--- src/rtl/ram_pkg.sv ---
// rtl/ram_pkg.sv - shared constants, clear-engine state type and helpers for ram_sdp_clr
package ram_pkg;

  localparam int RDW_OLD = 0;
  localparam int RDW_NEW = 1;

  typedef enum logic {
    CLEAR = 1'b0,
    IDLE  = 1'b1
  } clr_state_t;

  function automatic int byte_count(input int data_width);
    return data_width / 8;
  endfunction

endpackage

--- src/rtl/ram_clear_fsm.sv ---
// rtl/ram_clear_fsm.sv - sweeps the array with zero writes after reset and on clear_req
module ram_clear_fsm
  import ram_pkg::*;
#(
  parameter int ADDR_WIDTH = 8
) (
  input  logic                  clk,
  input  logic                  rst,
  input  logic                  clear_req,
  output logic                  busy,
  output logic                  clr_we,
  output logic [ADDR_WIDTH-1:0] clr_address,
  output logic                  req_block
);

  localparam logic [ADDR_WIDTH-1:0] LAST_ADDR = '1;

  clr_state_t            state, state_nxt;
  logic [ADDR_WIDTH-1:0] cnt, cnt_nxt;

  always_ff @(posedge clk or posedge rst) begin
    if (rst) begin
      state <= CLEAR;
      cnt   <= '0;
    end else begin
      state <= state_nxt;
      cnt   <= cnt_nxt;
    end
  end

  // A request arriving mid-sweep is ignored; the sweep never restarts.
  always_comb begin
    state_nxt = state;
    cnt_nxt   = cnt;
    case (state)
      CLEAR: begin
        cnt_nxt = cnt + 1'b1;
        if (cnt == LAST_ADDR) state_nxt = IDLE;
      end
      IDLE: begin
        if (clear_req) begin
          state_nxt = CLEAR;
          cnt_nxt   = '0;
        end
      end
    endcase
  end

  assign busy        = (state == CLEAR);
  assign clr_we      = busy;
  assign clr_address = cnt;
  // The accepting edge of a clear also blocks user traffic.
  assign req_block   = busy | clear_req;

endmodule

--- src/rtl/ram_sdp_clr.sv ---
// rtl/ram_sdp_clr.sv - simple-dual-port RAM with byte enables, RDW mode, 1/2-cycle read and clear engine
module ram_sdp_clr
  import ram_pkg::*;
#(
  parameter int DATA_WIDTH = 8,
  parameter int ADDR_WIDTH = 8,
  parameter int RD_LATENCY = 1,
  parameter int RDW_MODE   = 0
) (
  input  logic                    clk,
  input  logic                    rst,
  input  logic                    write_enable,
  input  logic [ADDR_WIDTH-1:0]   wr_address,
  input  logic [DATA_WIDTH-1:0]   data_in,
  input  logic [DATA_WIDTH/8-1:0] byte_en,
  input  logic                    rd_en,
  input  logic [ADDR_WIDTH-1:0]   rd_address,
  output logic [DATA_WIDTH-1:0]   data_out,
  output logic                    rd_valid,
  input  logic                    clear_req,
  output logic                    busy
);

  localparam int BYTES = byte_count(DATA_WIDTH);
  localparam int DEPTH = 2 ** ADDR_WIDTH;

  if (DATA_WIDTH <= 0 || DATA_WIDTH % 8 != 0) begin : g_bad_width
    $error("ram_sdp_clr: DATA_WIDTH must be a positive multiple of 8");
  end
  if (RD_LATENCY != 1 && RD_LATENCY != 2) begin : g_bad_latency
    $error("ram_sdp_clr: RD_LATENCY must be 1 or 2");
  end
  if (RDW_MODE != RDW_OLD && RDW_MODE != RDW_NEW) begin : g_bad_rdw
    $error("ram_sdp_clr: RDW_MODE must be 0 or 1");
  end

  logic [DATA_WIDTH-1:0] mem [DEPTH];

  logic                  clr_we;
  logic [ADDR_WIDTH-1:0] clr_address;
  logic                  req_block;
  logic                  wr_acc, rd_acc;
  logic [DATA_WIDTH-1:0] old_word, rdw_merged, rd_word;
  logic [DATA_WIDTH-1:0] s1_data;
  logic                  s1_valid;

  ram_clear_fsm #(
    .ADDR_WIDTH(ADDR_WIDTH)
  ) u_clear_fsm (
    .clk         (clk),
    .rst         (rst),
    .clear_req   (clear_req),
    .busy        (busy),
    .clr_we      (clr_we),
    .clr_address (clr_address),
    .req_block   (req_block)
  );

  assign wr_acc = write_enable & ~req_block;
  assign rd_acc = rd_en & ~req_block;

  // The array has no reset; the clear engine is the only way it gets zeroed.
  always_ff @(posedge clk) begin
    if (clr_we) begin
      mem[clr_address] <= '0;
    end else if (wr_acc) begin
      for (int i = 0; i < BYTES; i++) begin
        if (byte_en[i]) mem[wr_address][8*i +: 8] <= data_in[8*i +: 8];
      end
    end
  end

  assign old_word = mem[rd_address];

  always_comb begin
    rdw_merged = old_word;
    for (int i = 0; i < BYTES; i++) begin
      if (byte_en[i]) rdw_merged[8*i +: 8] = data_in[8*i +: 8];
    end
  end

  assign rd_word = (RDW_MODE == RDW_NEW && wr_acc && wr_address == rd_address)
                   ? rdw_merged : old_word;

  always_ff @(posedge clk or posedge rst) begin
    if (rst) begin
      s1_valid <= 1'b0;
      s1_data  <= '0;
    end else begin
      s1_valid <= rd_acc;
      if (rd_acc) s1_data <= rd_word;
    end
  end

  if (RD_LATENCY == 2) begin : g_lat2
    logic [DATA_WIDTH-1:0] s2_data;
    logic                  s2_valid;

    always_ff @(posedge clk or posedge rst) begin
      if (rst) begin
        s2_valid <= 1'b0;
        s2_data  <= '0;
      end else begin
        s2_valid <= s1_valid;
        if (s1_valid) s2_data <= s1_data;
      end
    end

    assign data_out = s2_data;
    assign rd_valid = s2_valid;
  end else begin : g_lat1
    assign data_out = s1_data;
    assign rd_valid = s1_valid;
  end

endmodule

--- config.mk ---
export PLATFORM = sky130hd
export DESIGN_NAME = ram_sdp_clr
export DESIGN_NICKNAME = d
export VERILOG_FILES = /design/src/rtl/ram_pkg.sv /design/src/rtl/ram_clear_fsm.sv /design/src/rtl/ram_sdp_clr.sv
export SDC_FILE = /design/constraint.sdc
export NUM_CORES = 2
export LEC_CHECK = 0
export ABC_AREA = 1
export CAP_MARGIN = 40
export CORE_MARGIN = 5
export CORE_UTILIZATION = 45
export DETAILED_ROUTE_END_ITERATION = 10
export SLEW_MARGIN = 5
export SYNTH_ARGS = -nofsm -noshare
export SYNTH_HDL_FRONTEND = slang
export SYNTH_SLANG_ARGS = --single-unit
--- constraint.sdc ---
create_clock -name clk -period 11.25 [get_ports clk]
set_input_delay 3.375 -clock clk [delete_from_list [all_inputs] [get_ports clk]]
set_output_delay 3.375 -clock clk [all_outputs]
set_load 0.005 [all_outputs]
==> metrics <==
Post-Syn Nets between 7000 and 8000; port buffer count 39; CTS Buf Count 208; die height 442 microns; Storage cell area 0.0619 sq mm; maximum vdd ir drop 0.160 mV; die area 0.195 sq mm; final worst slack ~4.7 ns; Post-DP Area 0.0867 sq mm; most common cell after layout, fill and taps aside nand2_1; global-route wire length before repair between 300000 and 400000 microns; Most used DFF post-synth edfxtp_1; element type at the critical path start input pin; Reg clk slew, reported paths 0.06 ns; reg2reg setup slack 7.18 ns; H-tree level count 4; NetSw between 4 and 5 mW; cell taking the most area after synthesis edfxtp_1; CTS tree yes; CP Capture Type flip-flop; Final Hold Vio Count 0; wire per inst roughly 24 microns; post-layout min period 6.50 ns; Slew headroom 0.312; Synth Register Bits 2066; yosys warns 0; Avg Inst Size Synth about 12 sq um; Area growth, synth to finish 11.4%; P_int 12.7 mW; critical-path maximum fanout 25; Post-CTS Setup Repair Bufs 0; Initial Util 0.453; CP Cell Sequence clkdlybuf4s50_1, nor2_8, nand3_4, o21ai_2, inv_1, nor2_2, nand2_2, nor2_1; first drt pass iteration count 7; power per cell area 179 mW/mm^2; switching portion of total power 0.241; number of remaining DRC errors 0; Placement Rows 158; reg2reg path depth 8; Maximum Capacitance Violations 0; area of the multi-input gates 0.0196 sq mm; Final Setup Violations 0; grt ovf 0; slowest CP cell nor2_1; pre-CTS WS 3.90 ns; Synth cell types 30; detailed-route via count 54400; Hold Crit Start u_clear_fsm.clr_address[7]; RSZ-0062 raised after global routing no; Hold Buf Count CTS 0; Worst Hold Class flip-flop to flip-flop; Mapped Area ~0.084 sq mm; reg2reg end mem[121][5]; synth top area cells edfxtp_1 73%, nand3_1 12%, nand2_1 9.4%, nor2_1 1.3%, buf_2 1.1%; leakage between 30 and 40 nW; Root Buffer clkbuf_16; Power, Total 16.7 mW; core area 0.185 sq mm; Die X-Extent 442 microns; crit share post-route 0.578; Clock Skew just over 0.03 ns; final core utilization 0.504; status complete, no violations; Hold Path End u_clear_fsm.clr_address[7]; CP Class input pin to flip-flop; vias in the first global route 52600; critical path required time 11.71 ns; clock latency on the worst-skew pair around 0.84 ns; asr flop ratio synth 0.00871; critical path data arrival time 6.96 ns; layout cells sized above 1 0.0631; max-slew violation count 0; hpwl dp 131000 microns; max frequency 154 MHz; most frequent cells in the layout 2090 x nand2_1, 2048 x edfxtp_1, 2042 x nand3_1; largest net degree at the start of global routing 204; Post-Layout Cell Count 9616; gr usage total 0.231; Inst Count DP 9225; logic gate share of total power 0.082; R2R Path Start u_clear_fsm.state; CP peak stage delay 0.71 ns; Filler cells 16200; antenna violations before repair 8; clock group share of total power 0.411; fin nets 6986; Post-CTS Resized 0; final setup TNS 0 ns; Reg power frac 0.507; post-detailed-route count of antenna-violating nets 0; final hold slack 0.529 ns; Slew @ Worst Pin 1.03 ns; CTS Buffer Depth 3; TritonCTS sink count between 2000 and 2500; Cells after Synth 7101; sequential-to-total area share from yosys stat 0.738; Design Area, Final roughly 0.093 sq mm; Placer Congestion about 0.88; routed vias/inst ~5.7; Ports 40; Post-synth EDFFs 2048; initial DRC count 6535; hold depth 3; post-synth top area share 0.733; WL final 231000 microns
## state kept, by name (all words and copies together), names as in the netlist
name / cells
rd_valid: 1
u_clear_fsm.state: 1
data_out: 8
u_clear_fsm.clr_address: 8
mem: 2048
## synthesized netlist by cell type (9+ instances only)
master and count:
buf_1 81, dfrtp_1 18, edfxtp_1 2048, buf_4 19, nor2_1 292, clkbuf_1 190
nand2_1 2098, o21ai_0 9, nand3_1 2042, nand2_2 15, inv_1 62, buf_2 190
## area by class of cell
type | count | share of cell area
sequential | 2066 | 0.663
multi-input combinational | 4481 | 0.210
clock buffer | 248 | 0.0581
tap | 2480 | 0.0332
timing repair buffer | 129 | 0.0185
clock inverter | 139 | 0.0145
inverter | 69 | 0.00306
antenna | 4 | 0.000107
## metal layers
layer  part of all wire  vias up  track usage
li1                   -    24900            -
met1               0.41    26700        0.321
met2               0.47     2362        0.370
met4              0.037        0       0.0834
met3              0.081      417       0.0403
met5                  0        -            0
## power groups by stage
| stage | Clock (mW) | Sequential (mW) | Combinational, mW |
|---|---|---|---|
| CTS | 6.96 | 8.49 | 1.36 |
| floorplan | 0 | 8.63 | 0.746 |
| finish | 6.87 | 8.49 | 1.37 |
| global placement | 0 | 8.65 | 1.31 |
| global route | 7.31 | 8.49 | 1.45 |
| detailed placement | 0 | 8.65 | 1.36 |
## critical path: cells and delay by family
| family | cells | cell delay (ns) |
|---|---|---|
| AND/OR/NAND/NOR | 5 | 2.48 |
| buffers and inverters | 2 | 0.64 |
| AO/OA/AOI/OAI | 1 | 0.42 |
## worst max-delay path by stage
stage	start	end	slack [ns]
final	clear_req	mem[121][5]	4.75
after global routing	clear_req	mem[121][5]	4.64
after CTS	clear_req	mem[121][0]	4.81
after detailed placement	clear_req	mem[121][5]	3.90
after global placement	clear_req	mem[44][1]	3.93
after floorplan	clear_req	mem[0][0]	0.18
## cell families after synthesis
kind of cell | after synthesis | synth area share
AOI/OAI and AO/OA | 18 | 0.00137
xor gates and xnor gates | 2 | 0.000209
adders and majority gates | 1 | 0.000149
buffers and inverters | 554 | 0.0289
DFF | 2066 | 0.738
and+or+nand+nor | 4460 | 0.231
Power figures use the tool's default switching activity.
